$ cat src/rtl/fp_mul_pkg.sv
// Shared types and constants for the sequential FP multiplier.
// Format helpers are sized at elaboration from the exponent/fraction widths.
package fp_mul_pkg;

    typedef enum logic [2:0] {
        S_IDLE,
        S_UNPACK,
        S_MULT,
        S_NORM,
        S_ROUND,
        S_DONE
    } state_t;

    localparam logic RND_RNE = 1'b0;
    localparam logic RND_RTZ = 1'b1;

    localparam int FLG_INVALID = 3;
    localparam int FLG_OVF     = 2;
    localparam int FLG_UDF     = 1;
    localparam int FLG_INX     = 0;

    function automatic logic [63:0] canon_nan(input int exp_w, input int man_w);
        logic [63:0] e_ones;
        e_ones = (64'd1 << exp_w) - 64'd1;
        return (e_ones << man_w) | (64'd1 << (man_w - 1));
    endfunction

    function automatic logic [63:0] max_finite(input int exp_w, input int man_w);
        logic [63:0] e_max;
        e_max = (64'd1 << exp_w) - 64'd2;
        return (e_max << man_w) | ((64'd1 << man_w) - 64'd1);
    endfunction

endpackage

$ cat src/rtl/fp_mul_shift_add.sv
// Iterative unsigned P x P multiplier, one shift-add step per clock.
// done is high during the cycle in which the final step is taken.
module fp_mul_shift_add
    import fp_mul_pkg::*;
#(
    parameter int P = 24
) (
    input  logic           clk,
    input  logic           reset,
    input  logic           start,
    input  logic [P-1:0]   op_a,
    input  logic [P-1:0]   op_b,
    output logic           done,
    output logic [2*P-1:0] product
);
    localparam int CW = $clog2(P + 1);

    logic [P-1:0]   mcand;
    logic [2*P-1:0] prod;
    logic [CW-1:0]  cnt;
    logic           running;
    logic [P:0]     sum;

    // Upper half accumulates; multiplier bits drain out of the lower half
    always_comb begin
        sum = {1'b0, prod[2*P-1:P]};
        if (prod[0]) begin
            sum = sum + {1'b0, mcand};
        end
    end

    always_ff @(posedge clk or posedge reset) begin
        if (reset) begin
            mcand   <= '0;
            prod    <= '0;
            cnt     <= '0;
            running <= 1'b0;
        end else if (start) begin
            mcand   <= op_a;
            prod    <= {{P{1'b0}}, op_b};
            cnt     <= '0;
            running <= 1'b1;
        end else if (running) begin
            prod <= {sum, prod[P-1:1]};
            cnt  <= cnt + CW'(1);
            if (cnt == CW'(P - 1)) begin
                running <= 1'b0;
            end
        end
    end

    assign done    = running && (cnt == CW'(P - 1));
    assign product = prod;

endmodule

$ cat src/rtl/fp_mul_seq.sv
// Multi-cycle floating-point multiplier with FTZ, RNE/RTZ rounding,
// special-operand bypass and valid/ready handshakes on both sides.
module fp_mul_seq
    import fp_mul_pkg::*;
#(
    parameter int EXP_W = 8,
    parameter int MAN_W = 23
) (
    input  logic                 clk,
    input  logic                 reset,
    input  logic                 in_valid,
    output logic                 in_ready,
    input  logic [EXP_W+MAN_W:0] a,
    input  logic [EXP_W+MAN_W:0] b,
    input  logic                 rnd_mode,
    output logic                 out_valid,
    input  logic                 out_ready,
    output logic [EXP_W+MAN_W:0] result,
    output logic [3:0]           flags,
    output logic                 busy
);
    localparam int P    = MAN_W + 1;
    localparam int W    = EXP_W + MAN_W + 1;
    localparam int EW2  = EXP_W + 2;
    localparam int BIAS = 2 ** (EXP_W - 1) - 1;

    localparam logic signed [EW2-1:0] BIAS_S   = EW2'(BIAS);
    localparam logic signed [EW2-1:0] EXP_TOP  = EW2'(2 ** EXP_W - 1);
    localparam logic signed [EW2-1:0] EXP_ZERO = '0;
    localparam logic signed [EW2-1:0] EXP_ONE  = EW2'(1);
    localparam logic [EXP_W-1:0]      EXP_ONES = '1;
    localparam logic [W-1:0]          NAN_V    = W'(canon_nan(EXP_W, MAN_W));
    localparam logic [W-1:0]          MAXF_V   = W'(max_finite(EXP_W, MAN_W));

    state_t state_q, state_d;

    logic [W-1:0]           a_q, b_q;
    logic                   rnd_q;
    logic                   sign_q;
    logic signed [EW2-1:0]  exp_q;
    logic [MAN_W-1:0]       frac_q;
    logic                   guard_q, sticky_q;
    logic [W-1:0]           pend_res;
    logic [3:0]             pend_flg;

    logic                   mul_start, mul_done;
    logic [2*P-1:0]         prod, norm_p;

    logic [EXP_W-1:0]       ea, eb;
    logic [MAN_W-1:0]       fa, fb;
    logic                   a_zero, b_zero, a_inf, b_inf, a_nan, b_nan;
    logic                   inf_zero, any_nan, special, u_sign;
    logic [W-1:0]           spec_res;
    logic [3:0]             spec_flg;
    logic signed [EW2-1:0]  exp_sum;

    logic                   rnd_inc, rnd_carry, inexact;
    logic [MAN_W-1:0]       frac_r;
    logic signed [EW2-1:0]  exp_r;
    logic [W-1:0]           rnd_res;
    logic [3:0]             rnd_flg;

    assign ea = a_q[W-2 -: EXP_W];
    assign eb = b_q[W-2 -: EXP_W];
    assign fa = a_q[MAN_W-1:0];
    assign fb = b_q[MAN_W-1:0];

    // Zero exponent means zero: subnormal inputs are flushed
    assign a_zero   = (ea == '0);
    assign b_zero   = (eb == '0);
    assign a_inf    = (ea == EXP_ONES) && (fa == '0);
    assign b_inf    = (eb == EXP_ONES) && (fb == '0);
    assign a_nan    = (ea == EXP_ONES) && (fa != '0);
    assign b_nan    = (eb == EXP_ONES) && (fb != '0);
    assign inf_zero = (a_inf && b_zero) || (b_inf && a_zero);
    assign any_nan  = a_nan || b_nan || inf_zero;
    assign special  = any_nan || a_inf || b_inf || a_zero || b_zero;
    assign u_sign   = a_q[W-1] ^ b_q[W-1];
    assign exp_sum  = $signed({2'b00, ea}) + $signed({2'b00, eb}) - BIAS_S;

    always_comb begin
        spec_res = {u_sign, {(W-1){1'b0}}};
        spec_flg = '0;
        if (any_nan) begin
            spec_res = NAN_V;
            spec_flg[FLG_INVALID] = inf_zero
                                  | (a_nan & ~fa[MAN_W-1])
                                  | (b_nan & ~fb[MAN_W-1]);
        end else if (a_inf || b_inf) begin
            spec_res = {u_sign, EXP_ONES, {MAN_W{1'b0}}};
        end
    end

    assign norm_p = prod[2*P-1] ? prod : {prod[2*P-2:0], 1'b0};

    always_comb begin
        rnd_inc = (rnd_q == RND_RNE) & guard_q & (sticky_q | frac_q[0]);
        {rnd_carry, frac_r} = {1'b0, frac_q} + {{MAN_W{1'b0}}, rnd_inc};
        exp_r   = rnd_carry ? exp_q + EXP_ONE : exp_q;
        inexact = guard_q | sticky_q;
        rnd_res = {sign_q, exp_r[EXP_W-1:0], frac_r};
        rnd_flg = '0;
        rnd_flg[FLG_INX] = inexact;
        if (exp_r >= EXP_TOP) begin
            rnd_flg[FLG_OVF] = 1'b1;
            rnd_flg[FLG_INX] = 1'b1;
            if (rnd_q == RND_RTZ) begin
                rnd_res = {sign_q, MAXF_V[W-2:0]};
            end else begin
                rnd_res = {sign_q, EXP_ONES, {MAN_W{1'b0}}};
            end
        end else if (exp_r <= EXP_ZERO) begin
            rnd_res = {sign_q, {(W-1){1'b0}}};
            rnd_flg[FLG_UDF] = 1'b1;
            rnd_flg[FLG_INX] = 1'b1;
        end
    end

    always_ff @(posedge clk or posedge reset) begin
        if (reset) begin
            state_q <= S_IDLE;
        end else begin
            state_q <= state_d;
        end
    end

    always_comb begin
        state_d   = state_q;
        mul_start = 1'b0;
        in_ready  = 1'b0;
        busy      = (state_q != S_IDLE);
        unique case (state_q)
            S_IDLE: begin
                in_ready = 1'b1;
                if (in_valid) state_d = S_UNPACK;
            end
            S_UNPACK: begin
                mul_start = !special;
                state_d   = special ? S_DONE : S_MULT;
            end
            S_MULT: begin
                if (mul_done) state_d = S_NORM;
            end
            S_NORM:  state_d = S_ROUND;
            S_ROUND: state_d = S_DONE;
            S_DONE: begin
                if (out_valid && out_ready) state_d = S_IDLE;
            end
            default: state_d = S_IDLE;
        endcase
    end

    // Results settle into pend_* first; the output register loads one cycle later
    always_ff @(posedge clk or posedge reset) begin
        if (reset) begin
            a_q       <= '0;
            b_q       <= '0;
            rnd_q     <= 1'b0;
            sign_q    <= 1'b0;
            exp_q     <= '0;
            frac_q    <= '0;
            guard_q   <= 1'b0;
            sticky_q  <= 1'b0;
            pend_res  <= '0;
            pend_flg  <= '0;
            result    <= '0;
            flags     <= '0;
            out_valid <= 1'b0;
        end else begin
            unique case (state_q)
                S_IDLE: begin
                    if (in_valid) begin
                        a_q   <= a;
                        b_q   <= b;
                        rnd_q <= rnd_mode;
                    end
                end
                S_UNPACK: begin
                    sign_q <= u_sign;
                    exp_q  <= exp_sum;
                    if (special) begin
                        pend_res <= spec_res;
                        pend_flg <= spec_flg;
                    end
                end
                S_NORM: begin
                    frac_q   <= norm_p[2*P-2 -: MAN_W];
                    guard_q  <= norm_p[P-1];
                    sticky_q <= |norm_p[P-2:0];
                    exp_q    <= prod[2*P-1] ? exp_q + EXP_ONE : exp_q;
                end
                S_ROUND: begin
                    pend_res <= rnd_res;
                    pend_flg <= rnd_flg;
                end
                S_DONE: begin
                    if (!out_valid) begin
                        out_valid <= 1'b1;
                        result    <= pend_res;
                        flags     <= pend_flg;
                    end else if (out_ready) begin
                        out_valid <= 1'b0;
                    end
                end
                default: ;
            endcase
        end
    end

    fp_mul_shift_add #(
        .P(P)
    ) u_mul (
        .clk     (clk),
        .reset   (reset),
        .start   (mul_start),
        .op_a    ({1'b1, fa}),
        .op_b    ({1'b1, fb}),
        .done    (mul_done),
        .product (prod)
    );

endmodule

$ cat config.mk
export PLATFORM = sky130hd
export DESIGN_NAME = fp_mul_seq
export DESIGN_NICKNAME = d
export VERILOG_FILES = /design/src/rtl/fp_mul_pkg.sv /design/src/rtl/fp_mul_shift_add.sv /design/src/rtl/fp_mul_seq.sv
export SDC_FILE = /design/constraint.sdc
export NUM_CORES = 1
export LEC_CHECK = 0
export ABC_CLOCK_PERIOD_IN_PS = 13250
export CAP_MARGIN = 20
export CORE_MARGIN = 10
export CORE_UTILIZATION = 59
export DETAILED_ROUTE_END_ITERATION = 8
export PLACE_DENSITY_LB_ADDON = 0.2
export SLEW_MARGIN = 5
export SYNTH_ARGS = -nofsm -noshare
export SYNTH_HDL_FRONTEND = slang
export SYNTH_SLANG_ARGS = --single-unit
$ cat constraint.sdc
create_clock -name clk -period 13.25 [get_ports clk]
set_input_delay 3.975 -clock clk [delete_from_list [all_inputs] [get_ports clk]]
set_output_delay 3.975 -clock clk [all_outputs]
set_load 0.02 [all_outputs]
; ---- After elaboration in Yosys (flattened, before gate mapping)
; Index checks and enable logic that the tools add are counted.
[op_classes]
n_bitwise = 13
order_cmp = 2
reduce_logical = 34
n_mux = 35
n_eq_ne = 13
add_sub_neg = 6
[ops]
columns = operator, n
row1 = 48-bit two-way mux, 2
row2 = 31-bit two-way mux, 3
row3 = 32-bit two-way mux, 2
row4 = 32-bit one-hot mux with 2 select lines, 1
row5 = 47-bit two-way mux, 1
row6 = 23-bit logical NOT, 2
row7 = 23-bit nonzero test, 2
row8 = 24-bit by 24-bit adder with 25-bit output, 1
row9 = 25-bit two-way mux, 1
row10 = 23-bit by 1-bit adder with 24-bit output, 1
row11 = 24-bit two-way mux, 1
row12 = 23-bit OR reduction, 1
row13 = 10-bit two-way mux, 2
row14 = 10-bit one-hot mux with 2 select lines, 1
row15 = 3-bit one-hot mux with 6 select lines, 1
row16 = "8-bit == test, second input constant", 2
row17 = 8-bit logical NOT, 2
row18 = 3-bit two-way mux, 4
row19 = 1-bit two-way mux, 11
row20 = "10-bit by 2-bit adder with 10-bit output, second input constant", 1
row21 = "10-bit by 9-bit >= comparator with 1-bit output, second input constant", 1
row22 = "10-bit by 1-bit less-or-equal comparator with 1-bit output, second input constant", 1
row23 = 5-bit two-way mux, 2
row24 = "9-bit by 7-bit subtractor with 10-bit output, second input constant", 1
row25 = 23 further kinds, 56
[word_totals]
inputBits = 69
reg_bits = 255
out_inout_bits = 39

; ---- Longest topological paths before layout
[logic_depth]
word_depth = 12
ltp_mapped = 13
depth_no_buf = 13

; ---- Modules after synthesis
; From an unflattened synthesis, not the netlist that was laid out.
[unflattened]
cells_unflattened = 1276
hier_area_um2 = 13467.9
[by_module_without_submodules]
columns = mod, seq_area_each_um2, area_per_inst_um2, n_inst, cells_per_inst
row1 = fp_mul_seq, 4429.2, 8822.2, 1, 802
row2 = fp_mul_shift_add, 1951.9, 4645.7, 1, 474

; ---- Worst setup path after synthesis
; OpenSTA, ideal clock, no wires.
[synth_timing]
path_kind = input to register
start = input in_valid
end = register a_q[17]
slack_ns = 7.893
t_required_ns = 13.125
cell_stages = 5
path_buffers = 3
arrival_ns = 5.232
setup_time_ns = 0.125
path_cell_list = and2_1 -> clkbuf_1 -> buf_1 -> clkbuf_1 -> mux2_2
[synth_between]
elab_chain_cells = 1
[synth_lines]
columns = element, line_no
row1 = from (decl), fp_mul_seq.sv:11  ; input logic in_valid,
row2 = 2-bit AND reduction (no source line), --
row3 = to (signal assigned), fp_mul_seq.sv:156  ; a_q <= '0;
row4 = to (signal assigned), fp_mul_seq.sv:173  ; a_q <= a;
row5 = to (decl), fp_mul_seq.sv:37  ; logic [W-1:0] a_q, b_q;
; Every way passes these cells.
; A chain may end at the register's enable or synchronous reset.

; ---- Final worst setup path
[layout_timing]
start = register state_q[2]
end = output in_ready
[layout_between]
elab_chain_cells = 2
[layout_lines]
columns = element, line_no
row1 = from (decl), fp_mul_seq.sv:35  ; state_t state_q, state_d;
row2 = from (signal assigned), fp_mul_seq.sv:123  ; state_q <= state_d;
row3 = 3-bit logical NOT, fp_mul_seq.sv:132  ; unique case (state_q)
row4 = 1-bit two-way mux, fp_mul_seq.sv:132
row5 = to (decl), fp_mul_seq.sv:12  ; output logic in_ready,
; Every way passes these cells.

==> metrics.md <==
| Metric | Value |
|---|---|
| Via density | `5.981` |
| Slew Limit Headroom | `0.3036` |
| Die Y | `between 150 and 200 um` |
| Busiest grt layer | `met2` |
| Final hold vios | `0` |
| Achievable frequency | `0.1650 GHz` |
| Post CTS Setup Buffer Count | `0` |
| Final setup violating endpoints | `0` |
| Antenna violations before repair | `0` |
| Average size of a mapped cell | `10.07 um2` |
| Maximum buffer depth of the clock tree | `3` |
| Number of global-route vias before repair | `10040` |
| Starting Density | `0.5960` |
| Met3 GRT Util | `0.02258` |
| Skew final | `between 0.01 and 0.015 ns` |
| WP data required | `a little over 9 ns` |
| Routed len/inst | `17.62 um` |
| Count of warnings emitted by yosys | `0` |
| Leakage component of the power | `6.818 nW` |
| Nature of the critical path startpoint | `flip-flop` |
| Most instantiated cells after synthesis | `255 x sky130_fd_sc_hd__dfrtp_1, 146 x sky130_fd_sc_hd__nand2_1, 121 x sky130_fd_sc_hd__nor2_1` |
| DRC violations left | `0` |
| Top_reg_cell synth | `sky130_fd_sc_hd__dfrtp_1` |
| CTS Root Buffer Type | `sky130_fd_sc_hd__clkbuf_16` |
| Total global routing overflow | `0` |
| # resized after CTS | `0` |
| Clock-pin slew on the worst setup and hold paths | `~0.06 ns` |
| Row count | `55` |
| Die Area | `29240 um2` |
| Arrival @ worst endpoint | `2.08 ns` |
| Met1 Track Usage GR | `0.2854` |
| TritonCTS clock tree | `built` |
| Top-level I/O count | `~110` |
| Total track usage | `0.2077` |
| Post-synth EDFFs | `0` |
| Hold-fix buffer count after cts | `0` |
| Unique cell type count in the Yosys netlist | `74` |
| Clock buffer count from CTS | `27` |
| H-Tree Depth | `1` |
| Most repeated cell in the gate-level netlist after synthesis | `sky130_fd_sc_hd__dfrtp_1` |
| Residual antenna-violating net count after detailed routing | `0` |
| Detailed Route Iter0 Violations | `794` |
| Met2 demand-to-capacity share in global routing | `0.3454` |
| Fraction of layout cells with a size suffix above 1 | `0.1338` |
| Share of synthesized flip-flops with an asynchronous set or reset | `1.000` |
| Yosys top cell by area | `sky130_fd_sc_hd__dfrtp_1` |
| Largest net degree at the start of global routing | `115` |
| Final Cycle Share | `0.4573` |
| Post-Syn Instances | `around 1300` |
| ANT cells | `0` |
| Unrepaired setup endpoints after global routing | `no` |
| Area share of the largest cell type after synthesis | `0.4743` |
| Number of clock sinks | `255` |
| Critical path endpoint category | `primary output` |
| Final HPWL DP | `21590 um` |
| Post-Synthesis Cell Area | `~13000 um2` |
| Total power consumption of the routed design | `4.168 mW` |
| Result of the run | `completed` |
| PortBufs | `107` |
| Post-synthesis register bit count | `255` |
| Total power per unit cell area | `268.0 nW/um2` |
| Critical path peak fanout | `9` |
| Overall via count from detail_route | `between 10000 and 15000` |
| Synth Net Count | `1450` |
| Clock latency on the worst-skew pair | `0.53 ns` |
| Signed area change from the synthesized netlist to the final layout | `15.60%` |
| Count of maximum capacitance violations | `0` |
| Peak supply drop | `0.1682 mV` |
| Wire length of the first global-routing pass | `between 50000 and 60000 um` |
| Main area contributors after synthesis | `sky130_fd_sc_hd__dfrtp_1 47%, sky130_fd_sc_hd__mux2_2 8.2%, sky130_fd_sc_hd__mux2i_1 4.5%` |
| Total negative setup slack | `0 ns` |
| Max Transition Viols Final | `0` |
| Least-Margin Pin Slew | `between 1 and 1.5 ns` |
| Final wirelength | `30170 um` |
| Utilization of the core after routing | `0.6890` |
| Core Region | `22570 um2` |
| Smallest hold slack | `0.4757 ns` |
| Final weighted congestion in routability-driven placement | `0.8725` |
| Min-Delay Path Class | `flip-flop to flip-flop` |
| First-pass iteration count of the detailed router | `5` |
| Time the worst path needs with I/O delays and setup | `6.059 ns` |
| # nets final | `roughly 1500` |
| Width of the die | `171 um` |
| Share of synthesized area occupied by flip-flops and latches | `0.4743` |
| Critical setup path kind | `flip-flop to primary output` |
[sequential cells by signal (all words and copies together), names as in the netlist]
| signal | cells |
|---|---|
| a_q | 32 |
| b_q | 32 |
| exp_q | 10 |
| flags | 4 |
| frac_q | 23 |
| guard_q | 1 |
| out_valid | 1 |
| pend_flg | 4 |
| pend_res | 32 |
| result | 32 |
| rnd_q | 1 |
| sign_q | 1 |
| state_q | 3 |
| sticky_q | 1 |
| u_mul.cnt | 5 |
| u_mul.mcand | 24 |
| u_mul.product | 48 |
| u_mul.running | 1 |
[layer usage]
layer,part of all wire,wire length [um],up-vias
met4,0.020,605,0
met2,0.48,14480,245
met5,0,0,-
met1,0.46,13790,5009
li1,-,-,4951
met3,0.043,1290,35
[area by class of cell]
class | instances | area [um2]
clock buffers | 38 | 767.0
clock inverters | 9 | 101.3
fillers | 1776 | 7020
inverters | 29 | 116.4
multi-input cells | 978 | 6674
flip-flops and latches | 255 | 6382
well taps | 285 | 356.6
repair buffers | 118 | 1154
[worst max-delay path: stages, from the launching register on]
cell and delay, ns:
sky130_fd_sc_hd__dfrtp_1 0.46, sky130_fd_sc_hd__or3_1 0.42, sky130_fd_sc_hd__inv_1 0.08, sky130_fd_sc_hd__clkdlybuf4s50_1 0.60
[placed cells by master (no fill, tap or decap), types with 4 or more instances in the layout]
| cell type | count |
|---|---|
| sky130_fd_sc_hd__o211ai_1 | 9 |
| sky130_fd_sc_hd__nor3_1 | 17 |
| sky130_fd_sc_hd__clkbuf_8 | 5 |
| sky130_fd_sc_hd__and2_1 | 7 |
| sky130_fd_sc_hd__clkbuf_16 | 27 |
| sky130_fd_sc_hd__o21ai_0 | 54 |
| sky130_fd_sc_hd__nand3_1 | 32 |
| sky130_fd_sc_hd__a31oi_1 | 36 |
| sky130_fd_sc_hd__o21ai_2 | 20 |
| sky130_fd_sc_hd__o21bai_1 | 8 |
| sky130_fd_sc_hd__clkinv_2 | 5 |
| sky130_fd_sc_hd__xor2_1 | 16 |
| sky130_fd_sc_hd__and4_1 | 5 |
| sky130_fd_sc_hd__o21a_1 | 7 |
| sky130_fd_sc_hd__nand4_1 | 19 |
| sky130_fd_sc_hd__o22ai_1 | 9 |
| sky130_fd_sc_hd__or3_1 | 8 |
| sky130_fd_sc_hd__xnor2_1 | 39 |
| sky130_fd_sc_hd__a211oi_1 | 13 |
| sky130_fd_sc_hd__a21oi_1 | 94 |
| sky130_fd_sc_hd__nand2_1 | 146 |
| sky130_fd_sc_hd__a21o_1 | 7 |
| sky130_fd_sc_hd__mux2i_1 | 61 |
| sky130_fd_sc_hd__nand3b_1 | 5 |
| sky130_fd_sc_hd__nor4_1 | 24 |
| sky130_fd_sc_hd__dfrtp_1 | 254 |
| sky130_fd_sc_hd__buf_4 | 11 |
| sky130_fd_sc_hd__nor2_1 | 118 |
| sky130_fd_sc_hd__inv_1 | 25 |
| sky130_fd_sc_hd__nor2b_1 | 6 |
| sky130_fd_sc_hd__and3_1 | 13 |
| sky130_fd_sc_hd__mux2_2 | 98 |
| sky130_fd_sc_hd__clkbuf_1 | 6 |
| sky130_fd_sc_hd__nand2b_1 | 4 |
| sky130_fd_sc_hd__clkdlybuf4s50_1 | 107 |
| sky130_fd_sc_hd__ha_1 | 43 |
[power breakdown]
group | internal (mW) | switching [mW]
logic | 0.890 | 1.01
clock network | 0.440 | 0.299
registers | 1.16 | 0.372
total | 2.49 | 1.68
[path summary, 6_finish.rpt]
path | startpoint | to | slack [ns] | cells after the start
min in group asynchronous | reset | b_q[5]$_DFFE_PP0P_ | 3.98 | 2
worst min register to register | pend_res[4]$_DFFE_PP0P_ | pend_res[4]$_DFFE_PP0P_ | 0.48 | 2
max in group asynchronous | reset | pend_res[23]$_DFFE_PP0P_ | 7.80 | 3
worst min-delay path | pend_res[4]$_DFFE_PP0P_ | pend_res[4]$_DFFE_PP0P_ | 0.48 | 2
worst max register to register | rnd_q$_DFFE_PP0P_ | pend_res[20]$_DFFE_PP0P_ | 9.08 | 10
worst max-delay path | state_q[2]$_DFFE_PP0P_ | in_ready | 7.19 | 3
[stage by stage]
stage                     setup WS [ns]  area, um2  cells
after floorplan                   2.262      13450   1336
after global placement            7.192      14680   1665
after detailed placement          7.171      14680   1665
after CTS                         7.170      15550   1712
after global routing              7.124      15550   1712
final                             7.191      15550   1712
[logic make-up (layout without fill, tap and decap cells)]
logic type	after synthesis	count (layout)	share of synthesized area
compound gates	296	296	0.1409
xor+xnor	55	55	0.03581
fa+ha+maj	45	45	0.04297
buf+inv	103	194	0.03097
flops	255	255	0.4743
mux	159	159	0.1274
simple gates	423	423	0.1476
No activity file was read; power rests on OpenSTA's default activity.
